$ cat config.mk
export PLATFORM = sky130hd
export DESIGN_NAME = fetch_stage_flat
export DESIGN_NICKNAME = d
export VERILOG_FILES = /design/src/rtl/fetch_stage_pkg.sv /design/src/rtl/fetch_stage_if.sv /design/src/rtl/fetch_stage_fifo.sv /design/src/rtl/fetch_stage.sv /design/src/flat_wrapper.sv
export SDC_FILE = /design/constraint.sdc
export NUM_CORES = 1
export LEC_CHECK = 0
export ABC_AREA = 0
export CAP_MARGIN = 10
export CORE_MARGIN = 8
export CORE_UTILIZATION = 50
export DETAILED_ROUTE_END_ITERATION = 10
export PLACE_DENSITY = 0.77
export REMOVE_ABC_BUFFERS = 1
export SLEW_MARGIN = 20
export SYNTH_ARGS = -nofsm -noshare
export SYNTH_HDL_FRONTEND = slang
export SYNTH_SLANG_ARGS = --single-unit
$ cat constraint.sdc
create_clock -name clk -period 9.43 [get_ports clk]
set_input_delay 1.886 -clock clk [delete_from_list [all_inputs] [get_ports clk]]
set_output_delay 1.886 -clock clk [all_outputs]
set_load 0.01 [all_outputs]
$ cat src/rtl/fetch_stage_pkg.sv
// Shared definitions for the instruction-fetch stage: bus widths, reset PC,
// the NOP used while the ID stage has nothing valid, and the buffered entry type.
package fetch_stage_pkg;

  localparam int unsigned INST_W = 32;
  localparam int unsigned DATA_W = 32;

  localparam logic [31:0]       RESET_PC_DEFAULT = 32'h0000_0000;
  localparam logic [INST_W-1:0] NOP_INST         = 32'h0000_0013;
  localparam logic [31:0]       PC_INC           = 32'd4;

  typedef struct packed {
    logic [31:0]       pc;
    logic [INST_W-1:0] inst;
  } fetch_entry_t;

  function automatic logic [31:0] word_align(input logic [31:0] addr);
    return addr & ~32'h0000_0003;
  endfunction

endpackage

$ cat src/rtl/fetch_stage_if.sv
// Handshake bundle between fetch, instruction memory, execute (redirect) and ID.
// master = the fetch stage, slave = its environment.
interface fetch_stage_if;
  import fetch_stage_pkg::*;

  logic              imem_req;
  logic [31:0]       imem_addr;
  logic              imem_gnt;
  logic              imem_rvalid;
  logic [DATA_W-1:0] imem_rdata;

  logic              redirect;
  logic [31:0]       redirect_pc;

  logic              id_valid;
  logic              id_ready;
  logic [INST_W-1:0] id_inst;
  logic [31:0]       id_pc;

  modport master (
    output imem_req, imem_addr,
    input  imem_gnt, imem_rvalid, imem_rdata,
    input  redirect, redirect_pc,
    output id_valid, id_inst, id_pc,
    input  id_ready
  );

  modport slave (
    input  imem_req, imem_addr,
    output imem_gnt, imem_rvalid, imem_rdata,
    output redirect, redirect_pc,
    input  id_valid, id_inst, id_pc,
    output id_ready
  );

endinterface

$ cat src/rtl/fetch_stage_fifo.sv
// Small circular FIFO with a flush and an occupancy count; the head is read
// straight from the storage registers, so there is no push_data->head path.
module fetch_fifo #(
  parameter int unsigned DEPTH = 2,
  parameter int unsigned WIDTH = 64
) (
  input  logic                   clk,
  input  logic                   rst,
  input  logic                   flush,
  input  logic                   push,
  input  logic [WIDTH-1:0]       push_data,
  input  logic                   pop,
  output logic [WIDTH-1:0]       head,
  output logic [$clog2(DEPTH):0] count
);

  localparam int unsigned AW = $clog2(DEPTH);
  localparam int unsigned CW = AW + 1;

  logic [WIDTH-1:0] mem [DEPTH];
  logic [AW-1:0]    rd_ptr;
  logic [AW-1:0]    wr_ptr;

  // DEPTH is a power of two, so the pointers wrap on their own.
  always_ff @(posedge clk) begin
    if (rst || flush) begin
      rd_ptr <= '0;
      wr_ptr <= '0;
      count  <= '0;
    end else begin
      if (push) wr_ptr <= wr_ptr + AW'(1);
      if (pop)  rd_ptr <= rd_ptr + AW'(1);
      count <= count + CW'(push) - CW'(pop);
    end
  end

  always_ff @(posedge clk) begin
    if (!rst && !flush && push) mem[wr_ptr] <= push_data;
  end

  assign head = mem[rd_ptr];

  always_ff @(posedge clk) begin
    if (!rst && !flush) begin
      assert (!(push && !pop && count == CW'(DEPTH)));
    end
  end

endmodule

$ cat src/rtl/fetch_stage.sv
// Instruction-fetch stage: owns the PC, issues in-order credit-limited requests
// to instruction memory, buffers {pc, inst} and squashes wrong-path work on redirect.
module fetch_stage
  import fetch_stage_pkg::*;
#(
  parameter logic [31:0] RESET_PC = RESET_PC_DEFAULT,
  parameter int unsigned DEPTH    = 2
) (
  input  logic           clk,
  input  logic           rst,
  fetch_stage_if.master  bus
);

  localparam int unsigned CW = $clog2(DEPTH) + 1;
  localparam int unsigned OW = CW + 1;
  localparam int unsigned EW = $bits(fetch_entry_t);

  logic [31:0]   pc_q;
  logic [CW-1:0] drop_q;

  logic [CW-1:0] data_count;
  logic [CW-1:0] pcq_count;
  logic [CW-1:0] outstanding;
  logic [OW-1:0] occupancy;
  logic [EW-1:0] data_head_raw;
  fetch_entry_t  data_head;
  fetch_entry_t  resp_entry;
  logic [31:0]   pcq_head;

  logic grant;
  logic resp_keep;
  logic resp_drop;
  logic id_pop;
  logic data_push;

  // Every granted request is either waiting to be dropped or has a PC queued.
  assign outstanding = drop_q + pcq_count;

  // The ID pop this cycle frees a slot, which sustains one fetch per cycle.
  assign occupancy = OW'(outstanding) + OW'(data_count) - OW'(id_pop);

  assign bus.imem_req  = ~rst & ~bus.redirect & (occupancy < OW'(DEPTH));
  assign bus.imem_addr = pc_q;

  assign grant     = bus.imem_req & bus.imem_gnt;
  assign resp_keep = bus.imem_rvalid & (drop_q == '0);
  assign resp_drop = bus.imem_rvalid & (drop_q != '0);
  assign id_pop    = bus.id_valid & bus.id_ready;
  assign data_push = resp_keep & ~bus.redirect;

  assign resp_entry = '{pc: pcq_head, inst: bus.imem_rdata};

  always_ff @(posedge clk) begin
    if (rst) begin
      pc_q   <= RESET_PC;
      drop_q <= '0;
    end else if (bus.redirect) begin
      pc_q   <= word_align(bus.redirect_pc);
      // Everything still in flight after this cycle belongs to the old path.
      drop_q <= outstanding - CW'(bus.imem_rvalid);
    end else begin
      if (grant)     pc_q   <= pc_q + PC_INC;
      if (resp_drop) drop_q <= drop_q - CW'(1);
    end
  end

  fetch_fifo #(
    .DEPTH (DEPTH),
    .WIDTH (32)
  ) u_pc_queue (
    .clk       (clk),
    .rst       (rst),
    .flush     (bus.redirect),
    .push      (grant),
    .push_data (pc_q),
    .pop       (resp_keep),
    .head      (pcq_head),
    .count     (pcq_count)
  );

  fetch_fifo #(
    .DEPTH (DEPTH),
    .WIDTH (EW)
  ) u_data_fifo (
    .clk       (clk),
    .rst       (rst),
    .flush     (bus.redirect),
    .push      (data_push),
    .push_data (resp_entry),
    .pop       (id_pop),
    .head      (data_head_raw),
    .count     (data_count)
  );

  assign data_head = fetch_entry_t'(data_head_raw);

  assign bus.id_valid = (data_count != '0);
  assign bus.id_inst  = bus.id_valid ? data_head.inst : NOP_INST;
  assign bus.id_pc    = bus.id_valid ? data_head.pc   : RESET_PC;

endmodule

$ cat src/flat_wrapper.sv
// flat-port wrapper written by rule: the top's interface ports become plain ports
module fetch_stage_flat import fetch_stage_pkg::*;
#(
  parameter logic [31:0] RESET_PC = RESET_PC_DEFAULT,
  parameter int unsigned DEPTH    = 2
)
  (clk, rst, bus_imem_req, bus_imem_addr, bus_imem_gnt, bus_imem_rvalid, bus_imem_rdata, bus_redirect, bus_redirect_pc, bus_id_valid, bus_id_inst, bus_id_pc, bus_id_ready);
  fetch_stage_if bus_i ();
  input  logic clk;
  input  logic rst;
  output wire logic [$bits(bus_i.imem_req)-1:0] bus_imem_req;
  output wire logic [$bits(bus_i.imem_addr)-1:0] bus_imem_addr;
  input wire logic [$bits(bus_i.imem_gnt)-1:0] bus_imem_gnt;
  input wire logic [$bits(bus_i.imem_rvalid)-1:0] bus_imem_rvalid;
  input wire logic [$bits(bus_i.imem_rdata)-1:0] bus_imem_rdata;
  input wire logic [$bits(bus_i.redirect)-1:0] bus_redirect;
  input wire logic [$bits(bus_i.redirect_pc)-1:0] bus_redirect_pc;
  output wire logic [$bits(bus_i.id_valid)-1:0] bus_id_valid;
  output wire logic [$bits(bus_i.id_inst)-1:0] bus_id_inst;
  output wire logic [$bits(bus_i.id_pc)-1:0] bus_id_pc;
  input wire logic [$bits(bus_i.id_ready)-1:0] bus_id_ready;
  assign bus_imem_req = bus_i.imem_req;
  assign bus_imem_addr = bus_i.imem_addr;
  assign bus_i.imem_gnt = bus_imem_gnt;
  assign bus_i.imem_rvalid = bus_imem_rvalid;
  assign bus_i.imem_rdata = bus_imem_rdata;
  assign bus_i.redirect = bus_redirect;
  assign bus_i.redirect_pc = bus_redirect_pc;
  assign bus_id_valid = bus_i.id_valid;
  assign bus_id_inst = bus_i.id_inst;
  assign bus_id_pc = bus_i.id_pc;
  assign bus_i.id_ready = bus_id_ready;
  fetch_stage #(.RESET_PC(RESET_PC), .DEPTH(DEPTH)) u_core (.clk(clk), .rst(rst), .bus(bus_i));
endmodule
# After elaboration in Yosys (flattened, before gate mapping)
# Memories as Yosys holds them, arrays and structs flattened. A register that Yosys moved wholly into a read port is not among the register bits.
# Index checks and enable logic that the tools add are counted.
[op_classes] n_lt_le_gt_ge=1 n_addsub=14 muxes=14 n_div=0 n_reduce_logical=12 bitwise=9 shifts=0 n_mul=0 eq_ne=0
[ops] cell="32-bit 2-to-1 mux" n=4
[ops] cell="32-bit by 3-bit adder with 32-bit output, second input constant" n=1
[ops] cell="1-bit 2-to-1 mux" n=8
[ops] cell="2-bit nonzero test" n=4
[ops] cell="1-bit AND" n=7
[ops] cell="2-bit by 1-bit subtractor with 2-bit output" n=3
[ops] cell="1-bit adder, second input constant" n=4
[ops] cell="2-bit by 1-bit adder with 2-bit output" n=2
[ops] cell="2-bit 2-to-1 mux" n=2
[ops] cell="2-bit by 2-bit adder with 3-bit output" n=1
[ops] cell="1-bit logical AND" n=3
[ops] cell="3-bit by 2-bit less-than comparator with 1-bit output, second input constant" n=1
[ops] cell="3-bit by 1-bit subtractor with 3-bit output" n=1
[ops] cell="2-bit adder" n=1
[ops] cell="1-bit zero test" n=2
[ops] cell="2-bit zero test" n=1
[ops] cell="1-bit NOT" n=2
[ops] cell="2-bit OR reduction" n=1
[ops] cell="2-bit by 1-bit subtractor with 2-bit output, second input constant" n=1
[ops] cell="1-bit logical OR" n=1
[word_totals] ramBits=192 ff_bits=42 n_memories=2 input_bits=70 out_inout_bits=98 romBits=0 wordCells=61 latchBits=0
[memory_table] name="u_core.u_data_fifo.mem" depth=2 width=64 rd=1 rd_clocked_by_memory_dff=1 wr=1 line="fetch_stage_fifo.sv:20" source="logic [WIDTH-1:0] mem [DEPTH];"
[memory_table] name="u_core.u_pc_queue.mem" depth=2 width=32 rd=1 rd_clocked_by_memory_dff=1 wr=1 line="fetch_stage_fifo.sv:20"

# Longest topological paths before layout
# Gate-level depths: netlist (run 1).
[logic_depth] ltp_word=9 ltp_mapped=14 depth_no_buf=14

# Hierarchy
# A second synthesis (run 1) with hierarchy kept.
[unflattened] cells_unflattened=694 area_unflattened_um2=10500.1
[by_module_without_submodules] mod="fetch_fifo (u_core.u_data_fifo)" instances=1 area_each_um2=5138.7 cells_each=219 seq_area_each_um2=3943.8
[by_module_without_submodules] mod="fetch_fifo (u_core.u_pc_queue)" instances=1 area_each_um2=2683.8 cells_each=120 seq_area_each_um2=2021.9
[by_module_without_submodules] mod="fetch_stage" instances=1 area_each_um2=2677.6 cells_each=355 seq_area_each_um2=640.6

# Least setup slack after synthesis (run 1)
# No wires, ideal clock.
[synth_path] kind="input to register" from="in rst" to="mem u_core.u_data_fifo.mem[0][0] (enable)" arrival_time_ns=6.686 cell_stages=4 setup_slack_ns=2.186 path_buffers=2 cell_sequence="clkbuf_1 > or2_1 > clkbuf_1 > nor3_1"
[synth_via] elab_chain_len=5
[synth_rtl] element="start: declaration" line="flat_wrapper.sv:10" source="input logic rst;"
[synth_rtl] element="1-bit zero test"
[synth_rtl] element="1-bit logical AND"
[synth_rtl] element="1-bit logical AND" line="fetch_stage_fifo.sv:38" source="if (!rst && !flush && push) mem[wr_ptr] <= push_data;"
[synth_rtl] element="1-bit 2-to-1 mux" line="fetch_stage_fifo.sv:38"
[synth_rtl] element="1-bit 2-to-1 mux (not written as such)" line="fetch_stage_fifo.sv:38"
[synth_rtl] element="end: declaration" line="fetch_stage_fifo.sv:20"
# Every way passes these cells.

# Worst setup path in the final report (run 1)
[layout_path] from="in bus_id_ready" to="out bus_imem_req"
[layout_via] elab_chain_len=4
[layout_rtl] element="start: declaration" line="flat_wrapper.sv:21" source="input wire logic [$bits(bus_i.id_ready)-1:0] bus_id_ready;"
[layout_rtl] element="1-bit AND" line="fetch_stage.sv:48" source="assign id_pop = bus.id_valid & bus.id_ready;"
[layout_rtl] element="3-bit by 1-bit subtractor with 3-bit output" line="fetch_stage.sv:40" source="assign occupancy = OW'(outstanding) + OW'(data_count) - OW'(id_pop);"
[layout_rtl] element="3-bit by 2-bit less-than comparator with 1-bit output" line="fetch_stage.sv:42" source="assign bus.imem_req = ~rst & ~bus.redirect & (occupancy < OW'(DEPTH));"
[layout_rtl] element="1-bit AND" line="fetch_stage.sv:42"
[layout_rtl] element="end: declaration" line="flat_wrapper.sv:11" source="output wire logic [$bits(bus_i.imem_req)-1:0] bus_imem_req;"
# Every way passes these cells.

==> results.py, run 1 <==
metrics = {
    "timing": {
        "slew_headroom_pct": 38.5,
        "period_share_pct": 63.4,
        "tightest_slew_ps": 923,
        "drv_slew": 0,
        "fin_skew_ps": 8.56,
        "grt_setup_unrepaired": "no",
        "layout_min_cycle_time_ps": 5980,
        "fin_tns_setup_ps": 0,
        "hold_viol_final": 0,
        "layout_setup_ws_ps": 3450,
        "setup_viol": 0,
        "max_freq_ghz": 0.167,
    },
    "logic_synthesis": {
        "seq_area_frac_synth_pct": 69.3,
        "synth-edff-count": 184,
        "syn_area_mm2": 0.00919,
        "netlist_instances": 645,
        "ys.flop_type": "edfxtp_1",
        "synthArstFlopShare_pct": 0,
        "yosysWarnings": 0,
        "ys_seq_elements": 226,
        "synth_area_per_cell_um2": 14.2,
        "synth_cell_types": 42,
    },
    "cells_and_area": {
        "drive_above_1_share_pct": 9.93,
        "num-fill-cells": 1289,
        "antenna_cells": 0,
        "final_util_pct": 65.2,
        "multiInputGateArea_mm2": 0.00266,
        "layout.nets": 888,
        "regArea_mm2": 0.00637,
        "area_growth_pct": 27.9,
    },
    "die": {
        "initial_core_util_pct": 51.0,
        "fp.dieH_um": 152,
        "rows": 49,
        "ios": 168,
        "coreArea_mm2": 0.0180,
        "die_x_um": 152,
        "dieArea_mm2": 0.0230,
    },
    "run_status": {
        "status": "completed",
    },
    "routing": {
        "via_count": 5704,
        "totalWireLength_mm": 20.5,
        "drt-initial-drc-count": 314,
        "vias_per_cell": 5.41,
        "avgRoutedWirePerCell_um": 19.5,
        "drc": 0,
        "drt_pre_antenna_iters": 5,
        "ant_nets": 0,
    },
    "global_route": {
        "grt_pass1_vias": 5965,
        "grt_max_degree": 63,
        "grt.total_usage_pct": 17.6,
        "antenna_found_initial": 0,
        "grt_pass1_wl_mm": 31.5,
        "overflow": 0,
    },
    "critical_path": {
        "crit_arrival_ps": 4090,
        "cp.required_ps": 7540,
        "path_class": "input pin to output pin",
        "critPathMaxFanout": 3,
        "r2r_slack_ps": 5470,
        "cp-end-kind": "output pin",
        "start_kind": "input pin",
    },
    "cts": {
        "cts_setup_buffers": 0,
        "cts_resized": 0,
        "clock_sinks": 226,
        "clk_pin_slew_ps": 60,
        "cts_tree": "built",
        "clock_latency_ps": 500,
        "cts_buffers": 23,
        "clockRootBuffer": "clkbuf_16",
        "htreeDepth": 1,
        "clockBufferDepth": 3,
        "cts_hold_buf": 0,
    },
    "pwr": {
        "max-vdd-ir-drop_mv": 0.149,
        "leakage_nw": 3.83,
        "post-layout-total-power_w": 0.00222,
        "p_per_area_mw_per_mm2": 189,
    },
    "placed_design": {
        "post-place-ws_ps": 3470,
        "port_buffers": 161,
        "finalWeightedCongestion": 0.810,
        "dp_hpwl_mm": 13.5,
    },
    "min_path": {
        "min_path_type": "register to register",
    },
    "flow_run": {
        "drv_cap": 0,
    },
}
==> cell type report <==
type	count	share of cell area, %
Sequential cell	226	54.2
Tap cell	229	2.44
Multi-Input combinational cell	376	22.7
Inverter	12	0.383
Clock buffer	37	5.43
Timing Repair Buffer	170	14.5
Clock inverter	5	0.458
==> flip-flops by register name (all words and copies together), names as in the netlist, named ones only <==
register and flops:
u_core.u_data_fifo.mem 124, u_core.u_pc_queue.mem 60, u_core.bus.imem_addr 30, u_core.drop_q 2, u_core.u_data_fifo.count 2, u_core.u_pc_queue.count 2
u_core.u_data_fifo.rd_ptr 1, u_core.u_data_fifo.wr_ptr 1, u_core.u_pc_queue.rd_ptr 1, u_core.u_pc_queue.wr_ptr 1
==> worst max-delay path: stages <==
cell             delay [ps]
clkdlybuf4s50_1         510
xor2_1                  180
nand2_1                  90
fa_1                    430
xor2_1                  240
and3_1                  210
clkdlybuf4s50_1         550
==> routing by layer <==
| metal | track usage (%) | share of wire (%) | vias up |
|---|---|---|---|
| met4 | 4.36 | 1.6 | 0 |
| met3 | 4.07 | 7.9 | 37 |
| met2 | 30.1 | 48 | 206 |
| met1 | 22.1 | 42 | 2765 |
| met5 | 0 | 0 | - |
| li1 | - | - | 2696 |
==> kinds of logic after synthesis <==
kind of cell / synth area share, %
buffers and inverters: 2.07
and+or+nand+nor: 10.1
DFF: 69.3
xor gates and xnor gates: 3.53
adders and majority gates: 1.31
muxes: 10.4
AOI/OAI and AO/OA: 3.27
other: 0.0408
==> final timing paths <==
kind | startpoint | to | cells after the start
max | bus_id_ready | bus_imem_req | 7
min | u_core.u_pc_queue.rd_ptr | u_core.u_pc_queue.rd_ptr | 2
min reg2reg | u_core.u_pc_queue.rd_ptr | u_core.u_pc_queue.rd_ptr | 2
max reg2reg | u_core.drop_q[0] | u_core.u_pc_queue.mem[0][31] | 10
==> layout by cell type, fill, tap and decap left out, types with 4 or more instances in the layout <==
cell,instances
edfxtp_1,184
clkdlybuf4s50_1,161
nor2_1,94
mux2i_1,62
dfxtp_1,41
mux2_2,30
nand2_1,27
xor2_1,25
clkbuf_16,23
a211oi_1,17
nand4_1,14
clkbuf_1,13
xnor2_1,12
and2_1,12
nand3_1,11
inv_1,10
ha_1,8
buf_4,8
a31oi_1,7
a311oi_1,6
and3_1,5
or3_1,5
o22ai_1,5
nor3_2,4
o21ai_0,4
conb_1,4
==> stage by stage <==
| stage | instance area (um2) | hold slack (ps) | cells |
|---|---|---|---|
| after floorplan | 9050 | 472 | 614 |
| after global placement | 11000 | 486 | 1012 |
| after detailed placement | 11000 | 502 | 1012 |
| after CTS | 11700 | 518 | 1054 |
| after global routing | 11800 | 545 | 1055 |
| final | 11800 | 521 | 1055 |
==> synthesized netlist by cell type, drive strengths merged (7+ instances only) <==
library cell  count  share of area [%]
mux2i            62                6.8
nor2             96                3.9
dfxtp            42                9.2
a31oi             7               0.48
clkbuf           22               0.90
ha                8                1.1
buf              12               0.68
nand3            11               0.60
nand4            14               0.95
nand2            27                1.1
and2             12               0.82
edfxtp          184                 60
mux2             30                3.7
xnor2            12                1.1
inv              11               0.45
a211oi           18                1.5
xor2             25                2.4
==> where the power goes <==
part / leakage, nW / internal [W] / switching [W]
Clock: 0.336 / 0.000490 / 0.000346
Combinational: 1.47 / 0.000112 / 0.000120
Sequential: 2.02 / 0.00112 / 0.0000292
Total: 3.83 / 0.00172 / 0.000495
(Power assumes the default switching activity.)
==> run 2: changes to the inputs <==
==> constraint.sdc (replaced) <==
create_clock -name clk -period 5.8 [get_ports clk]
set_input_delay 1.16 -clock clk [delete_from_list [all_inputs] [get_ports clk]]
set_output_delay 1.16 -clock clk [all_outputs]
set_load 0.01 [all_outputs]
==> results.py, run 2 (same netlist as run 1, synthesis figures left out) <==
metrics = {
    "cts": {
        "cts_hold_buf": 0,
        "clk_pin_slew_ps": 60,
        "cts_tree": "built",
        "htreeDepth": 1,
        "cts_buffers": 23,
        "clockBufferDepth": 3,
        "clock_sinks": 226,
        "cts_resized": 0,
        "clockRootBuffer": "clkbuf_16",
        "cts_setup_buffers": 0,
        "clock_latency_ps": 500,
    },
    "timing": {
        "layout_min_cycle_time_ps": 4490,
        "fin_skew_ps": 20.9,
        "max_freq_ghz": 0.223,
        "drv_slew": 0,
        "period_share_pct": 77.4,
        "slew_headroom_pct": 37.7,
        "grt_setup_unrepaired": "no",
        "hold_viol_final": 0,
        "setup_viol": 0,
        "tightest_slew_ps": 935,
        "holdWs_ps": 519,
    },
    "cells_and_area": {
        "num-fill-cells": 1321,
        "drive_above_1_share_pct": 10.4,
        "antenna_cells": 0,
        "final_common_cell": "edfxtp_1",
        "layout.nets": 889,
        "layout_common_cells": "edfxtp_1, clkdlybuf4s50_1, nor2_1",
        "regMostFlops": "u_core.u_data_fifo.mem",
        "final_util_pct": 65.1,
        "largest_reg_flops": 124,
        "area_growth_pct": 27.7,
    },
    "pwr": {
        "seqPwrFrac_pct": 52.3,
        "power_frac_clock_pct": 37.1,
        "p_per_area_mw_per_mm2": 304,
        "leakage_nw": 3.83,
        "p_int_w": 0.00277,
        "p_switching_w": 0.000798,
        "p_comb_share_pct": 10.5,
        "p_sw_share_pct": 22.4,
        "max-vdd-ir-drop_mv": 0.238,
    },
    "routing": {
        "drt-initial-drc-count": 376,
        "vias_per_cell": 5.41,
        "drt_pre_antenna_iters": 4,
        "via_count": 5709,
        "avgRoutedWirePerCell_um": 19.3,
        "ant_nets": 0,
        "drc": 0,
        "totalWireLength_mm": 20.3,
    },
    "critical_path": {
        "max_stage_delay_ps": 550,
        "critPathMaxFanout": 3,
        "cp-end-kind": "output pin",
        "cp.required_ps": 4640,
        "crit_chain": "clkdlybuf4s50_1, xor2_1, nand2_1, fa_1, xor2_1, and3_1, clkdlybuf4s50_1",
        "crit_arrival_ps": 3330,
        "start_kind": "input pin",
        "critPathSlowestCell": "clkdlybuf4s50_1",
        "path_class": "input pin to output pin",
    },
    "global_route": {
        "met2_usage_pct": 29.0,
        "grt_use_met1_pct": 21.7,
        "use_met3_pct": 4.25,
        "gr-max-usage-layer": "met2",
        "overflow": 0,
        "grt_pass1_vias": 5864,
        "grt.total_usage_pct": 17.3,
        "grt_max_degree": 63,
        "grt_pass1_wl_mm": 31.1,
        "antenna_found_initial": 0,
    },
    "die": {
        "dieArea_mm2": 0.0230,
        "initial_core_util_pct": 51.0,
        "fp.dieH_um": 152,
        "coreArea_mm2": 0.0180,
        "die_x_um": 152,
        "rows": 49,
        "ios": 168,
    },
    "min_path": {
        "min_path_type": "register to register",
    },
    "placed_design": {
        "dp_hpwl_mm": 13.7,
        "port_buffers": 161,
        "finalWeightedCongestion": 0.815,
    },
    "flow_run": {
        "drv_cap": 0,
    },
    "run_status": {
        "status": "completed",
    },
}
==> run 2: cell types whose count changed in the layout (fill, tap and decap cells not counted) <==
cell,before,now
buf_16,1,0
bufinv_16,1,0
buf_4,8,10
clkinv_1,1,4
inv_6,1,0
clkbuf_1,13,6
clkbuf_8,1,3
clkinv_2,3,6
==> run 2: power groups by stage <==
stage	clock network [W]	logic (W)	registers, W
final	0.00132	0.000376	0.00187
after global routing	0.00142	0.000409	0.00187
after CTS	0.00135	0.000380	0.00187
after detailed placement	0	0.000378	0.00190
after global placement	0	0.000366	0.00190
after floorplan	0	0.000183	0.00190
==> run 2: layer usage <==
metal / share of wire [%] / up-vias
li1: - / 2693
met1: 42 / 2765
met2: 47 / 219
met3: 8.8 / 32
met4: 2.2 / 0
met5: 0 / -
==> run 2: through the flow <==
step                std cells  TNS [ps]  area (um2)  power [W]  worst slack (ps)
floorplan                 614    -31330        9050    0.00208              -505
global placement         1014         0       11100    0.00226              1350
detailed placement       1014         0       11100    0.00228              1330
CTS                      1055         0       11700    0.00360              1310
global route             1055         0       11700    0.00370              1220
finish                   1055         0       11700    0.00357              1310
==> run 2: final cells by class <==
class | instances | area (um2) | share of cell area (%)
Clock buffer | 32 | 639 | 5.45
Clock inverter | 9 | 41.3 | 0.352
Inverter | 12 | 45.0 | 0.384
Multi-Input combinational cell | 376 | 2660 | 22.7
Sequential cell | 226 | 6370 | 54.3
Tap cell | 229 | 287 | 2.44
Timing Repair Buffer | 171 | 1690 | 14.4
==> run 2: final timing paths <==
path | from | end | slack [ps] | cells past startpoint
min | u_core.u_pc_queue.rd_ptr | u_core.u_pc_queue.rd_ptr | 520 | 2
max reg2reg | u_core.u_pc_queue.count[0] | u_core.u_pc_queue.mem[1][23] | 2150 | 9
min reg2reg | u_core.u_pc_queue.rd_ptr | u_core.u_pc_queue.rd_ptr | 520 | 2
max | bus_id_ready | bus_imem_req | 1310 | 7
==> run 2: critical path, delay by kind of cell <==
family        cells  cell delay, ps
fa+ha+maj         1             420
xor+xnor          2             400
buf+inv           2            1040
simple gates      2             300
==> run 3: changes to the inputs <==
--- a/config.mk
+++ b/config.mk
@@ -8,9 +8,9 @@
 export ABC_AREA = 0
 export CAP_MARGIN = 10
 export CORE_MARGIN = 8
-export CORE_UTILIZATION = 50
+export CORE_UTILIZATION = 47
 export DETAILED_ROUTE_END_ITERATION = 10
-export PLACE_DENSITY = 0.77
+export PLACE_DENSITY = 0.76
 export REMOVE_ABC_BUFFERS = 1
 export SLEW_MARGIN = 20
 export SYNTH_ARGS = -nofsm -noshare
==> constraint.sdc (replaced) <==
create_clock -name clk -period 4.05 [get_ports clk]
set_input_delay 0.81 -clock clk [delete_from_list [all_inputs] [get_ports clk]]
set_output_delay 0.81 -clock clk [all_outputs]
set_load 0.01 [all_outputs]
==> results.py, run 3 (same netlist as run 1, synthesis figures left out) <==
metrics = {
    "die": {
        "coreArea_mm2": 0.0193,
        "ios": 168,
        "die_x_um": 156,
        "initial_core_util_pct": 47.5,
        "fp.dieH_um": 156,
        "rows": 51,
        "dieArea_mm2": 0.0243,
    },
    "pwr": {
        "leakage_nw": 3.93,
        "max-vdd-ir-drop_mv": 0.288,
        "p_per_area_mw_per_mm2": 455,
    },
    "timing": {
        "period_share_pct": 96.6,
        "tightest_slew_ps": 739,
        "drv_slew": 0,
        "fin_tns_setup_ps": 0,
        "fin_skew_ps": 8.54,
        "slew_headroom_pct": 50.6,
        "hold_viol_final": 0,
        "max_freq_ghz": 0.256,
        "layout_setup_ws_ps": 138,
        "setup_viol": 0,
        "grt_setup_unrepaired": "no",
        "layout_min_cycle_time_ps": 3910,
    },
    "cells_and_area": {
        "final_common_cell": "edfxtp_1",
        "finalNonFillerCells": 1095,
        "final_util_pct": 62.1,
        "largest_reg_flops": 124,
        "layout.nets": 893,
        "area_growth_pct": 30.6,
        "antenna_cells": 0,
        "drive_above_1_share_pct": 11.8,
        "fin_area_mm2": 0.0120,
        "layout_common_cells": "edfxtp_1, clkdlybuf4s50_1, nor2_1",
        "regMostFlops": "u_core.u_data_fifo.mem",
    },
    "min_path": {
        "holdPathEnd": "u_core.u_pc_queue.rd_ptr",
        "hp-start": "u_core.u_pc_queue.rd_ptr",
        "min_path_type": "register to register",
        "holdPathStages": 2,
    },
    "cts": {
        "cts_buffers": 23,
        "clockRootBuffer": "clkbuf_16",
        "htreeDepth": 1,
        "clockBufferDepth": 3,
        "cts_hold_buf": 0,
        "clock_sinks": 226,
        "cts_tree": "built",
        "clock_latency_ps": 490,
        "clk_pin_slew_ps": 60,
    },
    "global_route": {
        "grt_pass1_vias": 6109,
        "grt.total_usage_pct": 16.8,
        "grt_pass1_wl_mm": 32.3,
        "overflow": 0,
        "grt_max_degree": 63,
        "antenna_found_initial": 0,
    },
    "critical_path": {
        "reg2reg_depth": 10,
        "path_class": "register to output pin",
        "crit_arrival_ps": 3100,
        "r2r_slack_ps": 700,
        "r2r-start": "u_core.drop_q[0]",
        "r2r_end": "u_core.bus.imem_addr[23]",
        "critPathMaxFanout": 3,
        "cp-end-kind": "output pin",
        "cp.required_ps": 3240,
        "start_kind": "register",
    },
    "placed_design": {
        "post-place-ws_ps": 303,
        "placed_cells": 1053,
        "port_buffers": 161,
        "placed_area_mm2": 0.0112,
        "dp_hpwl_mm": 13.9,
        "finalWeightedCongestion": 0.831,
    },
    "flow_run": {
        "drv_cap": 0,
    },
    "routing": {
        "vias_per_cell": 5.25,
        "avgRoutedWirePerCell_um": 19.0,
        "drt-initial-drc-count": 338,
        "totalWireLength_mm": 20.8,
        "drc": 0,
        "drt_pre_antenna_iters": 4,
        "via_count": 5744,
        "ant_nets": 0,
    },
    "run_status": {
        "status": "completed",
    },
}
run 3: changes by cell type in the layout (fill, tap and decap cells not counted), moves of 2 or more:
| cell | change |
|---|---|
| bufinv_16 | +4 |
| clkinv_1 | -2 |
| clkinv_2 | -3 |
| clkbuf_1 | -2 |
| xnor2_2 | +2 |
| xnor2_1 | -2 |
| buf_12 | +3 |
run 3: worst max path at each step:
stage	start	to	slack, ps	cells after the start
detailed placement	bus_id_ready	bus_imem_req	300	7
global placement	bus_id_ready	bus_imem_req	270	7
global route	u_core.drop_q[0]	bus_imem_req	20	8
floorplan	bus_redirect	u_core.u_data_fifo.mem[0][0]	-1910	2
finish	u_core.drop_q[0]	bus_imem_req	140	8
CTS	u_core.drop_q[0]	bus_imem_req	70	8
run 3: cell type report:
type | count | area, um2
repair buffers | 175 | 1750
fillers | 1476 | 7330
flip-flops and latches | 226 | 6370
well taps | 265 | 332
multi-input cells | 376 | 2690
clock buffers | 31 | 657
clock inverters | 10 | 155
inverters | 12 | 45.0
run 3: critical path: stages (launching register included):
cell and delay (ps):
dfxtp_1 330, ha_1 220, xnor2_2 200, xnor2_2 150
ha_1 290, fa_2 440, xor2_2 220, and3_1 220
clkdlybuf4s50_1 550
run 3: metal layers:
| metal | track usage, % | vias to the layer above | part of all wire (%) |
|---|---|---|---|
| li1 | - | 2711 | - |
| met1 | 19.9 | 2778 | 41 |
| met2 | 29.8 | 224 | 50 |
| met3 | 3.85 | 31 | 7.3 |
| met4 | 5.08 | 0 | 1.8 |
| met5 | 0 | - | 0 |
run 3: power breakdown:
part	switching [W]	leakage, nW	internal (W)
logic	0.000284	1.51	0.000276
clock network	0.000827	0.397	0.00139
registers	0.0000704	2.02	0.00261
total	0.00118	3.93	0.00428
run 3: repair_timing:
action / 4_1_cts / 5_1_grt
setup buffers: 1 / 0
resized for setup: 0 / 4
pin swaps: 1 / 0
endpoints found under the hold margin: 0 / 0
setup endpoints to repair: 1 / 1
run 3: metrics by stage:
stage               total power (W)  hold WS [ps]
floorplan                   0.00298           472
global placement            0.00324           492
detailed placement          0.00327           505
CTS                         0.00549           521
global route                0.00565           542
finish                      0.00546           523
